## src/rtl/mem_access_stage_pkg.sv

```systemverilog
// ---------------------------------------------------------------------------
// mem_pkg
//   Shared encodings for the MEM pipeline stage: access-size codes, FSM state
//   codes and small combinational helpers for alignment and lane generation.
// ---------------------------------------------------------------------------
package mem_pkg;

    // Access size encodings carried on mem_size_in (code 3 behaves as word)
    localparam logic [1:0] SZ_BYTE = 2'd0;
    localparam logic [1:0] SZ_HALF = 2'd1;
    localparam logic [1:0] SZ_WORD = 2'd2;

    // FSM state encodings
    localparam logic [1:0] ST_IDLE = 2'd0;
    localparam logic [1:0] ST_WAIT = 2'd1;
    localparam logic [1:0] ST_DONE = 2'd2;

    // True when the low address bits suit the access size
    function automatic logic is_aligned(input logic [1:0] size, input logic [1:0] lsb);
        logic ok;
        case (size)
            SZ_BYTE: ok = 1'b1;
            SZ_HALF: ok = (lsb[0] == 1'b0);
            default: ok = (lsb == 2'b00);
        endcase
        return ok;
    endfunction

    // Byte enables for a store of the given size at the given byte offset
    function automatic logic [3:0] byte_enables(input logic [1:0] size, input logic [1:0] lsb);
        logic [3:0] be;
        case (size)
            SZ_BYTE: be = 4'b0001 << lsb;
            SZ_HALF: be = lsb[1] ? 4'b1100 : 4'b0011;
            default: be = 4'b1111;
        endcase
        return be;
    endfunction

    // Store data replicated across every lane the size could target
    function automatic logic [31:0] store_lanes(input logic [1:0] size, input logic [31:0] wd);
        logic [31:0] lanes;
        case (size)
            SZ_BYTE: lanes = {4{wd[7:0]}};
            SZ_HALF: lanes = {2{wd[15:0]}};
            default: lanes = wd;
        endcase
        return lanes;
    endfunction

endpackage

```

## src/rtl/mem_access_stage_load_align.sv

```systemverilog
// ---------------------------------------------------------------------------
// load_align
//   Combinational load formatter: picks the addressed byte or halfword out of
//   the read word and sign- or zero-extends it to 32 bits.
// Ports
//   rdata_i     in  32  raw word from data memory
//   addr_lsb_i  in   2  byte offset within the word
//   size_i      in   2  access size (SZ_BYTE/SZ_HALF/word)
//   unsigned_i  in   1  1 = zero-extend, 0 = sign-extend
//   data_o      out 32  aligned, extended result
// ---------------------------------------------------------------------------
module load_align
    import mem_pkg::*;
(
    input  logic [31:0] rdata_i,
    input  logic [1:0]  addr_lsb_i,
    input  logic [1:0]  size_i,
    input  logic        unsigned_i,
    output logic [31:0] data_o
);

    logic [7:0]  byte_s;
    logic [15:0] half_s;
    logic        byte_fill_s;
    logic        half_fill_s;

    // Lane selection for byte and halfword loads
    always_comb begin
        case (addr_lsb_i)
            2'd0:    byte_s = rdata_i[7:0];
            2'd1:    byte_s = rdata_i[15:8];
            2'd2:    byte_s = rdata_i[23:16];
            default: byte_s = rdata_i[31:24];
        endcase
        if (addr_lsb_i[1]) begin
            half_s = rdata_i[31:16];
        end else begin
            half_s = rdata_i[15:0];
        end
    end

    assign byte_fill_s = ~unsigned_i & byte_s[7];
    assign half_fill_s = ~unsigned_i & half_s[15];

    // Width extension of the selected lane
    always_comb begin
        case (size_i)
            SZ_BYTE: data_o = {{24{byte_fill_s}}, byte_s};
            SZ_HALF: data_o = {{16{half_fill_s}}, half_s};
            default: data_o = rdata_i;
        endcase
    end

endmodule

```

## src/rtl/mem_access_stage.sv

```systemverilog
// ---------------------------------------------------------------------------
// mem_access_stage
//   MEM pipeline stage between EX/MEM and MEM/WB. Issues loads/stores over a
//   req/ready handshake, formats load data, generates byte enables and stalls
//   the upstream pipe while an access is outstanding. MEM/WB has no enable, so
//   a bubble (RegWrite_out=0) is presented on every stalled cycle.
// Ports
//   clk, reset (async, active-low)
//   EX/MEM side : RegWrite_in, MemtoReg_in, MemRead_in, MemWrite_in,
//                 mem_size_in[1:0], mem_unsigned_in, alu_result_in[31:0],
//                 write_data_in[31:0], write_reg_in[4:0]
//   Memory side : dmem_req, dmem_we, dmem_addr[31:0], dmem_wdata[31:0],
//                 dmem_be[3:0] (out); dmem_ready, dmem_rdata[31:0] (in)
//   Control     : stall_out
//   MEM/WB side : RegWrite_out, MemtoReg_out, mem_read_data_out[31:0],
//                 alu_result_out[31:0], write_reg_out[4:0]
//   Status      : misalign_out (suppressed access), mem_fault_out (timeout pulse)
// ---------------------------------------------------------------------------
module mem_access_stage
    import mem_pkg::*;
#(
    parameter int TIMEOUT_CYCLES = 16
) (
    input  logic        clk,
    input  logic        reset,
    input  logic        RegWrite_in,
    input  logic        MemtoReg_in,
    input  logic        MemRead_in,
    input  logic        MemWrite_in,
    input  logic [1:0]  mem_size_in,
    input  logic        mem_unsigned_in,
    input  logic [31:0] alu_result_in,
    input  logic [31:0] write_data_in,
    input  logic [4:0]  write_reg_in,
    output logic        dmem_req,
    output logic        dmem_we,
    output logic [31:0] dmem_addr,
    output logic [31:0] dmem_wdata,
    output logic [3:0]  dmem_be,
    input  logic        dmem_ready,
    input  logic [31:0] dmem_rdata,
    output logic        stall_out,
    output logic        RegWrite_out,
    output logic        MemtoReg_out,
    output logic [31:0] mem_read_data_out,
    output logic [31:0] alu_result_out,
    output logic [4:0]  write_reg_out,
    output logic        misalign_out,
    output logic        mem_fault_out
);

    localparam int TIMER_W = (TIMEOUT_CYCLES > 2) ? $clog2(TIMEOUT_CYCLES) : 1;
    localparam logic [TIMER_W-1:0] TIMER_LAST = TIMER_W'(TIMEOUT_CYCLES - 1);
    localparam logic [TIMER_W-1:0] TIMER_ONE  = TIMER_W'(1);
    localparam logic [TIMER_W-1:0] TIMER_ZERO = TIMER_W'(0);

    logic [1:0]         state_q, state_d;
    logic [31:0]        data_q, data_d;
    logic [TIMER_W-1:0] timer_q, timer_d;
    logic               fault_q, fault_d;

    logic               mem_op_s;
    logic               aligned_s;
    logic               req_s;
    logic               req_live_s;
    logic               regwrite_s;
    logic               misalign_s;
    logic               fault_pulse_s;
    logic [31:0]        load_data_s;

    assign mem_op_s  = MemRead_in | MemWrite_in;
    assign aligned_s = is_aligned(mem_size_in, alu_result_in[1:0]);

    load_align u_load_align (
        .rdata_i    (dmem_rdata),
        .addr_lsb_i (alu_result_in[1:0]),
        .size_i     (mem_size_in),
        .unsigned_i (mem_unsigned_in),
        .data_o     (load_data_s)
    );

    // Next-state, handshake and writeback-gating decode
    always_comb begin
        state_d       = state_q;
        data_d        = data_q;
        timer_d       = timer_q;
        fault_d       = fault_q;
        req_s         = 1'b0;
        regwrite_s    = RegWrite_in;
        misalign_s    = 1'b0;
        fault_pulse_s = 1'b0;
        case (state_q)
            ST_IDLE: begin
                timer_d = TIMER_ZERO;
                fault_d = 1'b0;
                if (mem_op_s) begin
                    regwrite_s = 1'b0;
                    if (aligned_s) begin
                        req_s   = 1'b1;
                        state_d = ST_WAIT;
                    end else begin
                        misalign_s = 1'b1;
                    end
                end else begin
                    regwrite_s = RegWrite_in;
                end
            end
            ST_WAIT: begin
                req_s      = 1'b1;
                regwrite_s = 1'b0;
                if (dmem_ready) begin
                    data_d  = load_data_s;
                    timer_d = TIMER_ZERO;
                    state_d = ST_DONE;
                end else if (timer_q == TIMER_LAST) begin
                    // Abandon the access; DONE reports the fault and drops the write
                    fault_d = 1'b1;
                    timer_d = TIMER_ZERO;
                    state_d = ST_DONE;
                end else begin
                    timer_d = timer_q + TIMER_ONE;
                end
            end
            ST_DONE: begin
                regwrite_s    = RegWrite_in & ~fault_q;
                fault_pulse_s = fault_q;
                fault_d       = 1'b0;
                state_d       = ST_IDLE;
            end
            default: begin
                regwrite_s = 1'b0;
                timer_d    = TIMER_ZERO;
                fault_d    = 1'b0;
                state_d    = ST_IDLE;
            end
        endcase
    end

    // Stage state, captured load data, wait timer and fault flag
    always_ff @(posedge clk or negedge reset) begin
        if (!reset) begin
            state_q <= ST_IDLE;
            data_q  <= 32'd0;
            timer_q <= TIMER_ZERO;
            fault_q <= 1'b0;
        end else begin
            state_q <= state_d;
            data_q  <= data_d;
            timer_q <= timer_d;
            fault_q <= fault_d;
        end
    end

    // Reset also masks the request combinationally so it drops the instant reset asserts
    assign req_live_s = req_s & reset;

    assign dmem_req   = req_live_s;
    assign stall_out  = req_live_s;
    assign dmem_we    = req_live_s & MemWrite_in;
    assign dmem_addr  = req_live_s ? {alu_result_in[31:2], 2'b00} : 32'd0;
    assign dmem_wdata = req_live_s ? store_lanes(mem_size_in, write_data_in) : 32'd0;
    assign dmem_be    = req_live_s ? byte_enables(mem_size_in, alu_result_in[1:0]) : 4'b0000;

    assign RegWrite_out      = regwrite_s;
    assign MemtoReg_out      = MemtoReg_in;
    assign mem_read_data_out = data_q;
    assign alu_result_out    = alu_result_in;
    assign write_reg_out     = write_reg_in;
    assign misalign_out      = misalign_s & reset;
    assign mem_fault_out     = fault_pulse_s;

endmodule

```

## config.mk

```make
export PLATFORM = sky130hd
export DESIGN_NAME = mem_access_stage
export DESIGN_NICKNAME = d
export VERILOG_FILES = /design/src/rtl/mem_access_stage_pkg.sv /design/src/rtl/mem_access_stage_load_align.sv /design/src/rtl/mem_access_stage.sv
export SDC_FILE = /design/constraint.sdc
export NUM_CORES = 1
export LEC_CHECK = 0
export BUFFER_PORTS_ARGS = -buffer_cell sky130_fd_sc_hd__buf_2
export CAP_MARGIN = 10
export CORE_AREA = 3 3 97 99
export CTS_CLUSTER_SIZE = 30
export DETAILED_ROUTE_END_ITERATION = 12
export DIE_AREA = 0 0 100 102
export GPL_ROUTABILITY_DRIVEN = 0
export PLACE_DENSITY = 0.77
export SKIP_LAST_GASP = 1
export SLEW_MARGIN = 20
export SYNTH_ARGS = -nofsm -noshare
export SYNTH_HDL_FRONTEND = slang
export SYNTH_SLANG_ARGS = --single-unit
```

## constraint.sdc

```tcl
create_clock -name clk -period 3.9 [get_ports clk]
set_input_delay 0.585 -clock clk [delete_from_list [all_inputs] [get_ports clk]]
set_output_delay 0.585 -clock clk [all_outputs]
set_load 0.02 [all_outputs]
```

# Word-level counts from Yosys, hierarchy flattened
# Cells that the tools add are included.
# word_totals
register_bits,39
input_bits,111
word_cells,63
# op_classes
add_sub_neg,1
eq_ne,11
shifts,1
n_mux,30
n_bitwise,10
reduce_logical,6
# ops
operator,n
$pmux 32 s2,2
$mux 32,2
$pmux 8 s3,1
$mux 16,1
$mux 4,4
$pmux 4 s2,2
$mux 1,10
$mux 2,4
$ne 2x2->1 const B,4
$and 1x1->1,6
$eq 2x1->1 const B,3
$logic_not 2->1,3
$pmux 1 s2,3
$add 4x1->4 const B,1
$eq 2x2->1 const B,2
$eq 4x4->1 const B,1
$pmux 2 s2,1
$reduce_and 2->1,2
$shl 1x2->4 const A,1
$ne 3x3->1 const B,1
$not 1->1,3
$reduce_and 3->1,1
$or 1x1->1,1

# Logic depth before layout (Yosys ltp)
# Gate-level depths: netlist (run 1).
# logic_depth
ltp_word,7
mapped_depth,7
mapped_depth_nobuf,5

# Hierarchy
# From an unflattened synthesis (run 1), not the netlist that was laid out.
# unflattened
hier_cells,408
area_unflattened_um2,3667.3
# by_module_without_submodules
mod,n_inst,cells_per_inst,area_per_inst_um2
mem_access_stage,1,293,2821.5
load_align,1,115,845.8

# Worst setup path after synthesis (run 1)
# No wires, ideal clock.
# synth_timing
path_kind,input to output
from,in mem_size_in[1]
to,out dmem_be[1]
t_arrival_ns,1.752
required_time_ns,3.315
slack_ns,1.563
stages,6
path_cell_list,buf_4 > nor2_4 > o22a_1 > o21bai_4 > buf_2 > a21oi_1
# synth_between
elab_chain_len,7
elab_cells_between_ends,9
# synth_lines
element,line_no,text
start: declaration,mem_access_stage.sv:30,"input logic [1:0] mem_size_in,"
$eq 2x1->1 / $logic_not 2->1 (equally long branches),"mem_access_stage_pkg.sv:21, mem_access_stage_pkg.sv:32",
$pmux 1 s2,mem_access_stage_pkg.sv:21,case (size)
$mux 1,mem_access_stage.sv:98,if (aligned_s) begin
$mux 1,mem_access_stage.sv:96,if (mem_op_s) begin
$pmux 1 s2,mem_access_stage.sv:92,case (state_q)
$and 1x1->1,mem_access_stage.sv:155,assign req_live_s = req_s & reset;
$mux 4 (*),mem_access_stage.sv:162,"assign dmem_be = req_live_s ? byte_enables(mem_size_in, alu_result_in[1:0]) : 4'b0000;"
end: declaration,mem_access_stage.sv:39,"output logic [3:0] dmem_be,"
# Every way passes the cells marked *; elsewhere a longest branch is shown, timed or not.

# Worst setup path in the final report (run 1)
# layout_timing
from,in mem_size_in[1]
to,out dmem_addr[29]
# layout_between
elab_chain_len,7
elab_cells_between_ends,8
# layout_lines
element,line_no,text
$eq 2x1->1 / $logic_not 2->1 (equally long branches),mem_access_stage_pkg.sv:21,
$pmux 1 s2 (*),mem_access_stage_pkg.sv:21,
$mux 1 (*),mem_access_stage.sv:98,
$mux 1 (*),mem_access_stage.sv:96,
$pmux 1 s2 (*),mem_access_stage.sv:92,
$and 1x1->1 (*),mem_access_stage.sv:155,
$mux 32 (*),mem_access_stage.sv:160,"assign dmem_addr = req_live_s ? {alu_result_in[31:2], 2'b00} : 32'd0;"
end: declaration,mem_access_stage.sv:37,"output logic [31:0] dmem_addr,"
# Marks and branches as above.

==> results of run 1 <==
## through the flow
step                cells  instance area [sq um]
CTS                   703                   4318
floorplan             414                   3347
global placement      695                   4237
global route          703                   4318
finish                703                   4318
detailed placement    695                   4237
## routing by layer
| metal | vias to the layer above | global-route usage [%] | part of all wire [%] |
|---|---|---|---|
| met5 | - | 0 | 0.11 |
| met4 | 2 | 5.492 | 1.1 |
| met3 | 14 | 4.027 | 8.7 |
| met2 | 195 | 38.69 | 52 |
| met1 | 1798 | 26.42 | 38 |
| li1 | 1771 | - | - |
## kinds of logic (layout without fill, tap and decap cells)
| family | after synthesis | after routing | synth area share, % |
|---|---|---|---|
| AOI/OAI and AO/OA | 127 | 127 | 24.66 |
| other | 1 | 2 | 0.1122 |
| buffers and inverters | 77 | 258 | 15.04 |
| DFF | 39 | 39 | 29.19 |
| and+or+nand+nor | 142 | 142 | 22.46 |
| muxes | 25 | 25 | 7.897 |
| xor gates and xnor gates | 1 | 1 | 0.2620 |
| adders and majority gates | 1 | 1 | 0.3742 |
## worst min-delay path by stage
| stage | startpoint | end | slack [ps] | cells past startpoint |
|---|---|---|---|---|
| global placement | mem_read_data_out[7] | mem_read_data_out[7] | 460 | 2 |
| CTS | reset | mem_read_data_out[8] | 370 | 2 |
| detailed placement | mem_read_data_out[7] | mem_read_data_out[7] | 470 | 2 |
| floorplan | reset | fault_q | 290 | 0 |
| finish | reset | mem_read_data_out[8] | 360 | 2 |
| global route | reset | timer_q[0] | 410 | 2 |
## layout make-up
class	instances	area, sq um
multi-input combinational	298	1868
clock inverter	1	5.005
timing repair buffer	245	1239
tap	108	135.1
sequential	39	975.9
fill	908	4318
inverter	5	18.77
clock buffer	7	76.32
## registers in the layout, summed over array words and instances, names as in the netlist
signal,cells
mem_read_data_out,32
timer_q,4
state_q,2
fault_q,1
## worst register-to-register path, cell delays in order, from the launching register on
cell      delay, ps
dfrtp_1         600
nand3b_4        420
a31o_1          370
a21oi_2         730
o21ai_0         240
## cells in the mapped netlist (all sizes together) (3+ instances only)
cell / count
a21oi: 54
a221oi: 6
and2: 41
and3: 8
buf: 57
clkbuf: 15
dfrtp: 39
inv: 5
mux2: 8
mux2i: 17
nand2: 28
nand2b: 3
nand3: 9
nor2: 34
nor3: 3
o211ai: 22
o21ai: 31
or3: 9
## where the power goes
| part | switching (mW) | total [mW] | internal [mW] |
|---|---|---|---|
| combinational | 0.862 | 1.33 | 0.470 |
| clock | 0.143 | 0.269 | 0.126 |
| sequential | 0.149 | 0.731 | 0.582 |
| total | 1.15 | 2.33 | 1.18 |
==> reports/qor.txt, run 1 <==
Pleak = 2.327 nW
Total wire length = 11.98 mm
Fin nets = 706
DR vias = 3,780
P per Cell Area = 540.1 nW/um^2
CP endpoint = dmem_addr[29]
TNS Setup = 0 ps
Worst setup EP type = output port
Fin. max-slew vios = 0
Area Growth Syn to Fin = 29.15%
Fmax = 350.3 MHz
Most common cell after layout, fill and taps aside = buf_2
Total CTS buffers = 5
Post-synth ARST share = 100.0%
Synthesized area = 3343 sq um
Post-synth EDFFs = 0
Final Hold Fails = 0
DP Worst Slack = 899.5 ps
CP startpoint = mem_size_in[1]
Tot Pwr = 2.332 mW
Clock Path Buffers = 2
CORE AREA = 8636 sq um
Most used cell, CP = buf_2
DR WL/cell = 17.03 microns
CP arrival = 2270 ps
Synth Area per Inst = 8.095 sq um
Cts repair resizes = 0
GRT overflow = 0
Slowest stage cell, crit path = inv_2
Initial antenna violation count = 1
Max Cap Violations = 0
Die W = 100 microns
Cts-stage hold buffer count = 0
Final setup viols = 0
Initial drt markers = 238
Reg2reg start = state_q[0]
Crit share post-route = 73.19%
Post-detail-place hpwl = 9.515 mm
Largest net degree at the start of global routing = 43
Root Buffer = clkbuf_8
Number of distinct library cells after synthesis = 48
Reg2Reg Depth = 4
Worst endpoint required time = 3310 ps
Port buffer count = 240
Part of the Yosys area used for sequential elements = 29.19%
RSZ-0062 raised after global routing = false
Wire length of the first global-routing pass = 17.65 mm
Final Critical Period = 2854 ps
Levels on crit path = 7
GRT Total Usage = 21.45%
Yosys top cell by area = dfrtp_1
Post-DRT Antenna Nets = 0
Share of cells above drive strength 1 = 46.39%
IO Pins = 255
Antenna Cells = 0
Synth warn = 0
Clock sink count = 39
Hold Path Class = input pin to asynchronous set/reset pin
Vias per cell = 5.377
Number of global-route vias before repair = 3,484
First-pass detailed-route iteration total = 5
Buf/Inv on CP = 3
Max-slew headroom = 33.07%
Synth top area cells = dfrtp_1 (29%), buf_4 (9.4%), a21oi_1 (7.9%), and2_1 (7.7%), mux2i_1 (5.1%)
Postcts setup bufs = 0
Most frequent cells in the layout = buf_2 (240), a21oi_1 (53), and2_1 (41)
VDD IR max = 0.0003725 V
Skew final = 8.887 ps
Die height = 102 microns
Row count = 34
Slowest stage delay, CP = 400 ps
Startpoint Class = input pin
Drc violations = 0
R2R Setup Slk = 1380 ps
Clock tree from TritonCTS = built
Worst skew pair latency = 290 ps
CP cell instances = buf_2, nor2_4, o22a_1, o21bai_4, inv_2, and2_1, buf_2
Critical path peak fanout = 42
Yosys top cell area share = 29.19%
Outcome = complete, no violations
Hold Worst Slack = 356.6 ps
H-Tree Depth = 2
Synthesis-stage register bit count = 39
Full die area = 10,200 sq um
Slew @ Worst Pin = 1004 ps
Top delay family on crit path = buffers and inverters
CTS clk-pin slew, worst paths = 80 ps
R2r endpoint = mem_read_data_out[20]
Synth Instances = 413
CP Class = input pin to output port
Initial cell density of the core = 38.71%
Synth Flop Type = dfrtp_1
Post-route setup slack = 1046 ps
Fin util = 50.00%
(Power assumes the default switching activity.)
==> run 2, diff against run 1 <==
Settings changed: CORE_AREA 3 3 97 99 to 3 3 98 100, DIE_AREA 0 0 100 102 to 0 0 101 103, PLACE_DENSITY 0.77 to 0.76.
Clock period 3.9 ns to 3 ns, I/O delays scaled along.
==> reports/qor.txt, run 2 (synthesized netlist as in run 1, its figures left out) <==
Sw Share = 48.63% (-0.86 points)
Startpoint Class = input pin
CP Class = input pin to output port
H-Tree Depth = 2 (unchanged)
Clock sink count = 39 (unchanged)
Die W = 101 microns (+1.0%)
Vias per cell = 5.287 (-1.7%)
Critical path peak fanout = 42 (unchanged)
Most frequent cells in the layout = buf_2 (240), a21oi_1 (53), and2_1 (41)
CTS clk-pin slew, worst paths = 80 ps (about the same)
Worst endpoint required time = 2550 ps (-760 ps)
Post-DRT Antenna Nets = 0 (unchanged)
Max Cap Violations = 0 (unchanged)
Number of global-route vias before repair = 3,304 (-5.2%)
Initial cell density of the core = 38.15% (-0.56 points)
Fin nets = 711 (+0.71%)
Total CTS buffers = 5 (unchanged)
CP endpoint = dmem_addr[21]
Initial drt markers = 173 (-27%)
Total wire length = 11.86 mm (-0.99%)
Hold Worst Slack = 227.5 ps (-129.1 ps)
DR WL/cell = 16.75 microns (-1.7%)
Area Growth Syn to Fin = 30.95%
Reg2Reg Depth = 4 (unchanged)
Max reg flops = 32 (unchanged)
Crit share post-route = 91.74%
Cts-stage hold buffer count = 0 (unchanged)
TNS Setup = 0 ps (unchanged)
Pleak = 2.360 nW (+1.4%)
Clock tree from TritonCTS = built
Outcome = complete, no violations
Drc violations = 0 (unchanged)
DR vias = 3,743 (-0.98%)
Sw Pwr = 1.501 mW (+30%)
Clock Path Buffers = 2 (unchanged)
Worst skew pair latency = 300 ps (about the same)
Worst setup EP type = output port
Post-detail-place hpwl = 9.387 mm (-1.3%)
Clock Power Share = 13.2% (+1.7 points)
First-pass detailed-route iteration total = 5 (unchanged)
# fillers = 841 (-7.4%)
RSZ-0062 raised after global routing = false
Flop pwr share = 30.6% (-0.8 points)
Row count = 34 (unchanged)
Final Critical Period = 2752 ps
Most common cell after layout, fill and taps aside = buf_2
VDD IR max = 0.0004788 V (+29%)
Postcts setup bufs = 0 (unchanged)
Fmax = 363.3 MHz
GRT Total Usage = 20.54% (-0.90 points)
Root Buffer = clkbuf_8
Final Hold Fails = 0 (unchanged)
Die height = 103 microns (+0.98%)
Combinational power share = 56.2% (-0.9 points)
Max-slew headroom = 36.45% (+3.4 points)
CORE AREA = 8763 sq um (+1.5%)
CP arrival = 2300 ps (+30 ps)
CP startpoint = alu_result_in[1]
Full die area = 10,400 sq um (+2.0%)
Cts repair resizes = 0 (unchanged)
Final setup viols = 0 (unchanged)
Skew final = 4.618 ps (-4.270 ps)
Wire length of the first global-routing pass = 17.06 mm (-3.3%)
Hold Path Class = input pin to asynchronous set/reset pin
Internal Power = 1.585 mW (+35%)
R2R Setup Slk = 980 ps (-400 ps)
GRT overflow = 0 (unchanged)
Antenna Cells = 0 (unchanged)
IO Pins = 255 (unchanged)
Share of cells above drive strength 1 = 47.17% (+0.78 points)
Fin. max-slew vios = 0 (unchanged)
Slew @ Worst Pin = 953.3 ps (-50.64 ps)
Largest net degree at the start of global routing = 45 (+4.7%)
R2r endpoint = mem_read_data_out[16]
Reg2reg start = state_q[0]
Port buffer count = 240 (unchanged)
P per Cell Area = 704.8 nW/um^2 (+30%)
Initial antenna violation count = 1 (unchanged)
==> run 2: final cells by class <==
type,count,area [sq um],share of cell area (%)
Clock buffer,7,96.34,2.201
Inverter,5,18.77,0.4287
Multi-Input combinational cell,298,1868,42.67
Clock inverter,1,7.507,0.1715
Timing Repair Buffer,250,1276,29.15
Sequential cell,39,975.9,22.29
Tap cell,108,135.1,3.087
==> run 2: metal layers <==
metal	wire [microns]	up-vias	GRT usage, %
li1	-	1774	-
met1	4660	1760	26.57
met2	5864	190	34.53
met3	1136	17	5.074
met4	175	2	5.215
met5	20	-	0
==> run 2: worst max-delay path, cell delays in order <==
cell,delay [ps]
buf_2,170
a21oi_1,110
o22a_1,200
o21bai_4,530
inv_2,400
and2_1,280
buf_2,160
==> run 2: through the flow <==
| step | worst slack [ps] | instance area (sq um) | power [mW] | util, % | instances |
|---|---|---|---|---|---|
| finish | 247.7 | 4378 | 3.086 | 49.96 | 708 |
| global route | 87.36 | 4378 | 3.284 | 49.96 | 708 |
| CTS | 248.3 | 4378 | 3.108 | 49.96 | 708 |
| detailed placement | 247.1 | 4274 | 2.700 | 48.77 | 700 |
| global placement | 354.4 | 4274 | 2.656 | 48.77 | 700 |
| floorplan | 932.8 | 3347 | 2.132 | - | 414 |
==> run 2: worst min-delay path by stage <==
stage / from / endpoint / cells after the start
after CTS: reset / state_q[0] / 2
final: reset / state_q[0] / 2
after detailed placement: mem_read_data_out[2] / mem_read_data_out[2] / 2
after global placement: mem_read_data_out[7] / mem_read_data_out[7] / 2
after floorplan: reset / fault_q / 0
after global routing: reset / state_q[0] / 2
==> run 2: power groups by stage <==
stage          combinational [mW]  clock [mW]  sequential (mW)
5_1_grt                      1.88       0.428            0.978
4_1_cts                      1.75       0.410            0.945
3_3_place_gp                 1.72           0            0.939
2_1_floorplan               0.970           0             1.16
3_5_place_dp                 1.75           0            0.952
6_report                     1.74       0.407            0.944
